### src/rtl/axis_lane_weight_multiplier.sv
// Per-lane signed AXI-Stream multiplier: 2-stage pipeline with frame-aligned weight updates from a shadow set.
// Define AXIS_MULT_ROUND_SAT_EN to round and saturate each lane result back to sample range.
module axis_lane_weight_multiplier #(
    parameter int NUM_LANES    = 16,
    parameter int SAMPLE_WIDTH = 8,
    parameter int WEIGHT_WIDTH = 8,
    parameter int OUT_SHIFT    = 7,
    parameter int PROD_WIDTH   = SAMPLE_WIDTH + WEIGHT_WIDTH
) (
    input  logic                             CLK,
    input  logic                             reset,
    input  logic                             s_axis_tvalid,
    output logic                             s_axis_tready,
    input  logic [NUM_LANES*SAMPLE_WIDTH-1:0] s_axis_tdata,
    input  logic [NUM_LANES-1:0]             s_axis_tkeep,
    input  logic                             s_axis_tlast,
    input  logic [NUM_LANES*WEIGHT_WIDTH-1:0] weight_data,
    input  logic                             weight_load,
    output logic                             weight_pending,
    output logic [NUM_LANES*PROD_WIDTH-1:0]  m_axis_s2mm_tdata,
    output logic [NUM_LANES-1:0]             m_axis_s2mm_tkeep,
    output logic                             m_axis_s2mm_tlast,
    output logic                             m_axis_s2mm_tvalid,
    input  logic                             m_axis_s2mm_tready
);
    localparam int SW = NUM_LANES * SAMPLE_WIDTH;
    localparam int WW = NUM_LANES * WEIGHT_WIDTH;
    localparam int PW = NUM_LANES * PROD_WIDTH;

    if (OUT_SHIFT < 1) begin : g_bad_shift
        $error("OUT_SHIFT must be at least 1");
    end

    logic                 v1_q, v1_d;
    logic [SW-1:0]        samp1_q, samp1_d;
    logic [NUM_LANES-1:0] keep1_q, keep1_d;
    logic                 last1_q, last1_d;
    logic [WW-1:0]        wt1_q, wt1_d;
    logic                 v2_q, v2_d;
    logic [PW-1:0]        data2_q, data2_d;
    logic [NUM_LANES-1:0] keep2_q, keep2_d;
    logic                 last2_q, last2_d;
    logic [WW-1:0]        active_q, active_d;
    logic [WW-1:0]        shadow_q, shadow_d;
    logic                 pending_q, pending_d;
    logic                 in_frame_q, in_frame_d;
    logic [PW-1:0]        lane_res;
    logic                 load1, load2, accept, apply;

    // Lane arithmetic sits between S1 and S2, so rounding adds no latency.
    for (genvar k = 0; k < NUM_LANES; k++) begin : g_lane
        logic signed [SAMPLE_WIDTH-1:0] samp;
        logic signed [WEIGHT_WIDTH-1:0] wt;
        logic signed [PROD_WIDTH-1:0]   prod;
        logic signed [PROD_WIDTH-1:0]   lane;

        assign samp = samp1_q[k*SAMPLE_WIDTH +: SAMPLE_WIDTH];
        assign wt   = wt1_q[k*WEIGHT_WIDTH +: WEIGHT_WIDTH];
        assign prod = PROD_WIDTH'(samp) * PROD_WIDTH'(wt);
`ifdef AXIS_MULT_ROUND_SAT_EN
        localparam logic signed [PROD_WIDTH:0] RND    = (PROD_WIDTH+1)'(1) << (OUT_SHIFT-1);
        localparam logic signed [PROD_WIDTH:0] SAT_HI = (PROD_WIDTH+1)'((1 << (SAMPLE_WIDTH-1)) - 1);
        localparam logic signed [PROD_WIDTH:0] SAT_LO = ~SAT_HI;
        logic signed [PROD_WIDTH:0] sum;
        logic signed [PROD_WIDTH:0] shr;

        assign sum  = $signed({prod[PROD_WIDTH-1], prod}) + RND;
        assign shr  = sum >>> OUT_SHIFT;
        assign lane = (shr > SAT_HI) ? SAT_HI[PROD_WIDTH-1:0] :
                      (shr < SAT_LO) ? SAT_LO[PROD_WIDTH-1:0] : shr[PROD_WIDTH-1:0];
`else
        assign lane = prod;
`endif
        assign lane_res[k*PROD_WIDTH +: PROD_WIDTH] = keep1_q[k] ? lane : '0;
    end

    always_comb begin
        load2      = !v2_q || m_axis_s2mm_tready;
        load1      = !v1_q || load2;
        accept     = s_axis_tvalid && load1;
        apply      = accept && !in_frame_q && pending_q;

        v1_d       = v1_q;
        samp1_d    = samp1_q;
        keep1_d    = keep1_q;
        last1_d    = last1_q;
        wt1_d      = wt1_q;
        v2_d       = v2_q;
        data2_d    = data2_q;
        keep2_d    = keep2_q;
        last2_d    = last2_q;
        active_d   = active_q;
        shadow_d   = shadow_q;
        pending_d  = pending_q;
        in_frame_d = in_frame_q;

        if (load2) begin
            v2_d = v1_q;
            if (v1_q) begin
                data2_d = lane_res;
                keep2_d = keep1_q;
                last2_d = last1_q;
            end
        end
        if (load1) begin
            v1_d = accept;
        end
        if (accept) begin
            samp1_d    = s_axis_tdata;
            keep1_d    = s_axis_tkeep;
            last1_d    = s_axis_tlast;
            wt1_d      = apply ? shadow_q : active_q;
            in_frame_d = !s_axis_tlast;
        end
        // A load coinciding with an apply still leaves the fresh value pending.
        if (apply) begin
            active_d  = shadow_q;
            pending_d = 1'b0;
        end
        if (weight_load) begin
            shadow_d  = weight_data;
            pending_d = 1'b1;
        end
    end

    always_ff @(posedge CLK) begin
        if (reset) begin
            v1_q       <= 1'b0;
            samp1_q    <= '0;
            keep1_q    <= '0;
            last1_q    <= 1'b0;
            wt1_q      <= '0;
            v2_q       <= 1'b0;
            data2_q    <= '0;
            keep2_q    <= '0;
            last2_q    <= 1'b0;
            active_q   <= '0;
            shadow_q   <= '0;
            pending_q  <= 1'b0;
            in_frame_q <= 1'b0;
        end else begin
            v1_q       <= v1_d;
            samp1_q    <= samp1_d;
            keep1_q    <= keep1_d;
            last1_q    <= last1_d;
            wt1_q      <= wt1_d;
            v2_q       <= v2_d;
            data2_q    <= data2_d;
            keep2_q    <= keep2_d;
            last2_q    <= last2_d;
            active_q   <= active_d;
            shadow_q   <= shadow_d;
            pending_q  <= pending_d;
            in_frame_q <= in_frame_d;
        end
    end

    assign s_axis_tready      = load1;
    assign weight_pending     = pending_q;
    assign m_axis_s2mm_tdata  = data2_q;
    assign m_axis_s2mm_tkeep  = keep2_q;
    assign m_axis_s2mm_tlast  = last2_q;
    assign m_axis_s2mm_tvalid = v2_q;

endmodule

### config.mk
export PLATFORM = sky130hd
export DESIGN_NAME = axis_lane_weight_multiplier
export DESIGN_NICKNAME = d
export VERILOG_FILES = /design/src/rtl/axis_lane_weight_multiplier.sv
export SDC_FILE = /design/constraint.sdc
export NUM_CORES = 2
export LEC_CHECK = 0
export CAP_MARGIN = 20
export CORE_MARGIN = 2
export CORE_UTILIZATION = 30
export DETAILED_ROUTE_END_ITERATION = 8
export PLACE_DENSITY = 0.47
export SYNTH_ARGS = -nofsm -noshare
export SYNTH_HDL_FRONTEND = slang
export SYNTH_SLANG_ARGS = --single-unit
### constraint.sdc
create_clock -name CLK -period 5.5 [get_ports CLK]
set_input_delay 1.65 -clock CLK [delete_from_list [all_inputs] [get_ports CLK]]
set_output_delay 1.65 -clock CLK [all_outputs]
set_load 0.01 [all_outputs]
==> impl_metrics.ini <==
[outcome]
status = completed

[min_path]
hold_start = m_axis_s2mm_tdata[83]$_SDFFE_PP0P_
holdCritPathClass = reg2reg
worstHoldPathCells = 2

[power_and_ir_drop]
power.leakage_nw = 35.37
p_sw_share_pct = 29.73
pwr_density_cell_nw_per_um2 = 209.7
power_frac_seq_pct = 38.5
p_total_w = 0.01666
internal-power_w = 0.01171
clkPwrFrac_pct = 43.8
combPwrFrac_pct = 17.7
peakVddDrop_mv = 0.2432
power.switching_w = 0.004951

[drt]
via_count = 49970
wirelength_um = 192800
wl_per_cell_um = 17.55
met2WireLength_um = 92610
first_pass_iters = 5
antenna_left = 0
met3_length_um = 8462
wirelength_met1_um = 87060
drcViolationCount = 0
drt_iter0_markers = 2159
viasPerCell = 4.548
top_layer = met5

[floorplanning]
dieArea_um2 = 228100
die_x_um = 477.6
fp.dieH_um = 477.6
ioPinCount = 554
rows = 173
fp.coreArea_um2 = 222500
start_util_pct = 30.24

[timing]
tns_ns = 0
finalClockSkew_ns = 0.03030
fin_crit_sh_pct = 84.90
fmax_mhz = 214.2
finalSetupViolCount = 0
slew_headroom_pct = 30.03
min_period_ns = 4.669
tightest_slew_ns = 1.049
maxSlewViolCount = 0
hold_viol_final = 0
rsz0062_at_grt = no

[logic_synthesis]
synthCells = 7506
synth.area.top_cells = fa_1, dfxtp_1, ha_1
ys_warn_count = 0
synth.area.mux_share_pct = 4.076
synthSimpleGateAreaFrac_pct = 16.42
synth_async_sr_flop_share_pct = 0
syn-num-nets = 9128
synth_compound_area_share_pct = 8.107
ys_types = 41
synthFlopType = dfxtp_1
synth.ff_latch_count = 806
synth.avg_cell_area_um2 = 8.965
synth_top_family_by_area = adder cells
synth-edff-count = 0
netlist_area_um2 = 67290
yosys.area.top_type_share_pct = 26.18
synth_fa_ha_area_share_pct = 34.81
synth_xor_area_share_pct = 3.462
synth_top_area_cell = fa_1
ys_seq_area_share_pct = 23.98

[worst_setup_path]
worstSetupEndpointType = flip-flop
cp-start-kind = flip-flop
r2r_cells = 14
crit_required_ns = 6.12
timing.rr.start = wt1_q[82]$_SDFFE_PP0P_
path_class = reg2reg
cp.arrival_ns = 5.29
r2r_slack_ns = 0.83
critPathLaunch = wt1_q[82]$_SDFFE_PP0P_
crit_fanout = 9

[flow_run]
maxCapViolCount = 0

[global_routing]
grt_pass1_wl_um = 307700
gr-total-overflow = 0
track_usage_pct = 17.12
grt_pass1_vias = 52470
grt_max_degree = 160
antenna_found_initial = 26

[placement]
port_buffers = 553
place_congestion = 0.8200
dp_hpwl_um = 148900

[final_layout]
drive_above_1_share_pct = 3.072
fin_nets = 9546
area_growth_pct = 18.01
final_util_pct = 35.69

[cts]
htreeDepth = 3
numCtsBuffers = 102
path_clk_slew_ns = 0.06
postCtsResizedCells = 0
clock-sinks = 806
cts_hold_buf = 0
cts_tree = yes
cts_setup_buffers = 0
ctsLongestPathBuffers = 3
clockRootBuffer = clkbuf_16
clk_latency_ns = 0.76
==> final timing paths <==
| kind | end |
|---|---|
| max | m_axis_s2mm_tdata[175]$_SDFFE_PP0P_ |
| min | m_axis_s2mm_tdata[83]$_SDFFE_PP0P_ |
| max reg2reg | m_axis_s2mm_tdata[175]$_SDFFE_PP0P_ |
| min reg2reg | m_axis_s2mm_tdata[83]$_SDFFE_PP0P_ |
==> Yosys cell counts (all sizes together), types with 20 or more instances <==
master / n
nand2: 858
a211oi: 154
fa: 880
nor2: 464
o211ai: 20
a21oi: 414
a21o: 60
clkbuf: 219
inv: 1291
mux2i: 256
nor2b: 98
ha: 464
nand4: 22
nand3: 116
dfxtp: 806
nand2b: 33
and2: 673
xnor2: 154
xor2: 112
o21ai: 224
buf: 61
==> cell families (layout without fill, tap and decap cells) <==
| kind of cell | Yosys count | count (layout) |
|---|---|---|
| compound gates | 936 | 936 |
| xor+xnor | 266 | 266 |
| fa+ha+maj | 1344 | 1344 |
| buf+inv | 1571 | 2073 |
| flops | 806 | 806 |
| mux | 272 | 272 |
| other cells | 0 | 4 |
| simple gates | 2311 | 2311 |
==> power by group through the flow <==
stage,Clock (W),Combinational (W),Sequential (W)
2_1_floorplan,0,0.00210,0.00633
4_1_cts,0.00757,0.00302,0.00642
5_1_grt,0.00777,0.00339,0.00646
3_3_place_gp,0,0.00298,0.00654
6_report,0.00729,0.00294,0.00642
3_5_place_dp,0,0.00299,0.00655
==> cell usage in the layout (no fill, tap or decap), types with 19 or more instances in the layout <==
cell | netlist | routed
clkbuf_8 | 0 | 19
nor2b_1 | 97 | 96
xnor2_1 | 154 | 154
xor2_1 | 112 | 112
nor2_1 | 463 | 462
inv_1 | 1291 | 1291
nand4_1 | 22 | 22
o21ai_0 | 224 | 224
ha_1 | 464 | 464
a21oi_1 | 414 | 414
nand2b_1 | 33 | 32
nand2_1 | 856 | 856
and2_1 | 673 | 672
dfxtp_1 | 806 | 806
fa_1 | 880 | 880
nand3_1 | 116 | 116
buf_4 | 0 | 25
mux2i_1 | 256 | 256
a211oi_1 | 154 | 154
clkbuf_16 | 0 | 103
a21o_1 | 60 | 60
o211ai_1 | 20 | 20
clkdlybuf4s50_1 | 0 | 551
==> registers in the layout, summed over array words and instances, names as in the netlist, 16 cells and up <==
signal             cells
keep1_q               16
m_axis_s2mm_tkeep     16
active_q             128
shadow_q             128
samp1_q              128
wt1_q                128
m_axis_s2mm_tdata    256
==> worst max-delay path: stages (launching register included) <==
cell and delay [ns]:
dfxtp_1 0.51, nand2_1 0.20, inv_1 0.13, fa_1 0.48, fa_1 0.51, fa_1 0.50
inv_1 0.05, fa_1 0.47, inv_1 0.04, ha_1 0.20, or3_1 0.40, o32ai_1 0.61
a31oi_1 0.18, xnor2_1 0.20, o21ai_0 0.08
==> area by class of cell <==
| class | count | area [um^2] |
|---|---|---|
| inverters | 1291 | 4846 |
| repair buffers | 594 | 6053 |
| clock buffers | 138 | 2899 |
| fillers | 23060 | 143100 |
| multi-input cells | 5129 | 45040 |
| diodes | 4 | 10.01 |
| well taps | 2975 | 3722 |
| flip-flops and latches | 806 | 16140 |
| clock inverters | 50 | 708.2 |
==> through the flow <==
step | setup WS [ns] | instance area, um^2 | instances | hold WS [ns]
6_report | 0.8306 | 79410 | 10990 | 0.4472
5_1_grt | 0.6024 | 79410 | 10990 | 0.4668
4_1_cts | 0.8000 | 79400 | 10980 | 0.4509
3_5_place_dp | 0.7985 | 75800 | 10800 | 0.4432
3_3_place_gp | 0.8889 | 75800 | 10800 | 0.4369
2_1_floorplan | 1.351 | 67290 | 7506 | 0.4321
==> layer usage <==
metal  track usage [%]  up-vias
met1             22.46    24670
met4             4.305        8
met2             29.01      883
met5                 0        -
li1                  -    24190
met3             2.975      222
(Power assumes the default switching activity.)
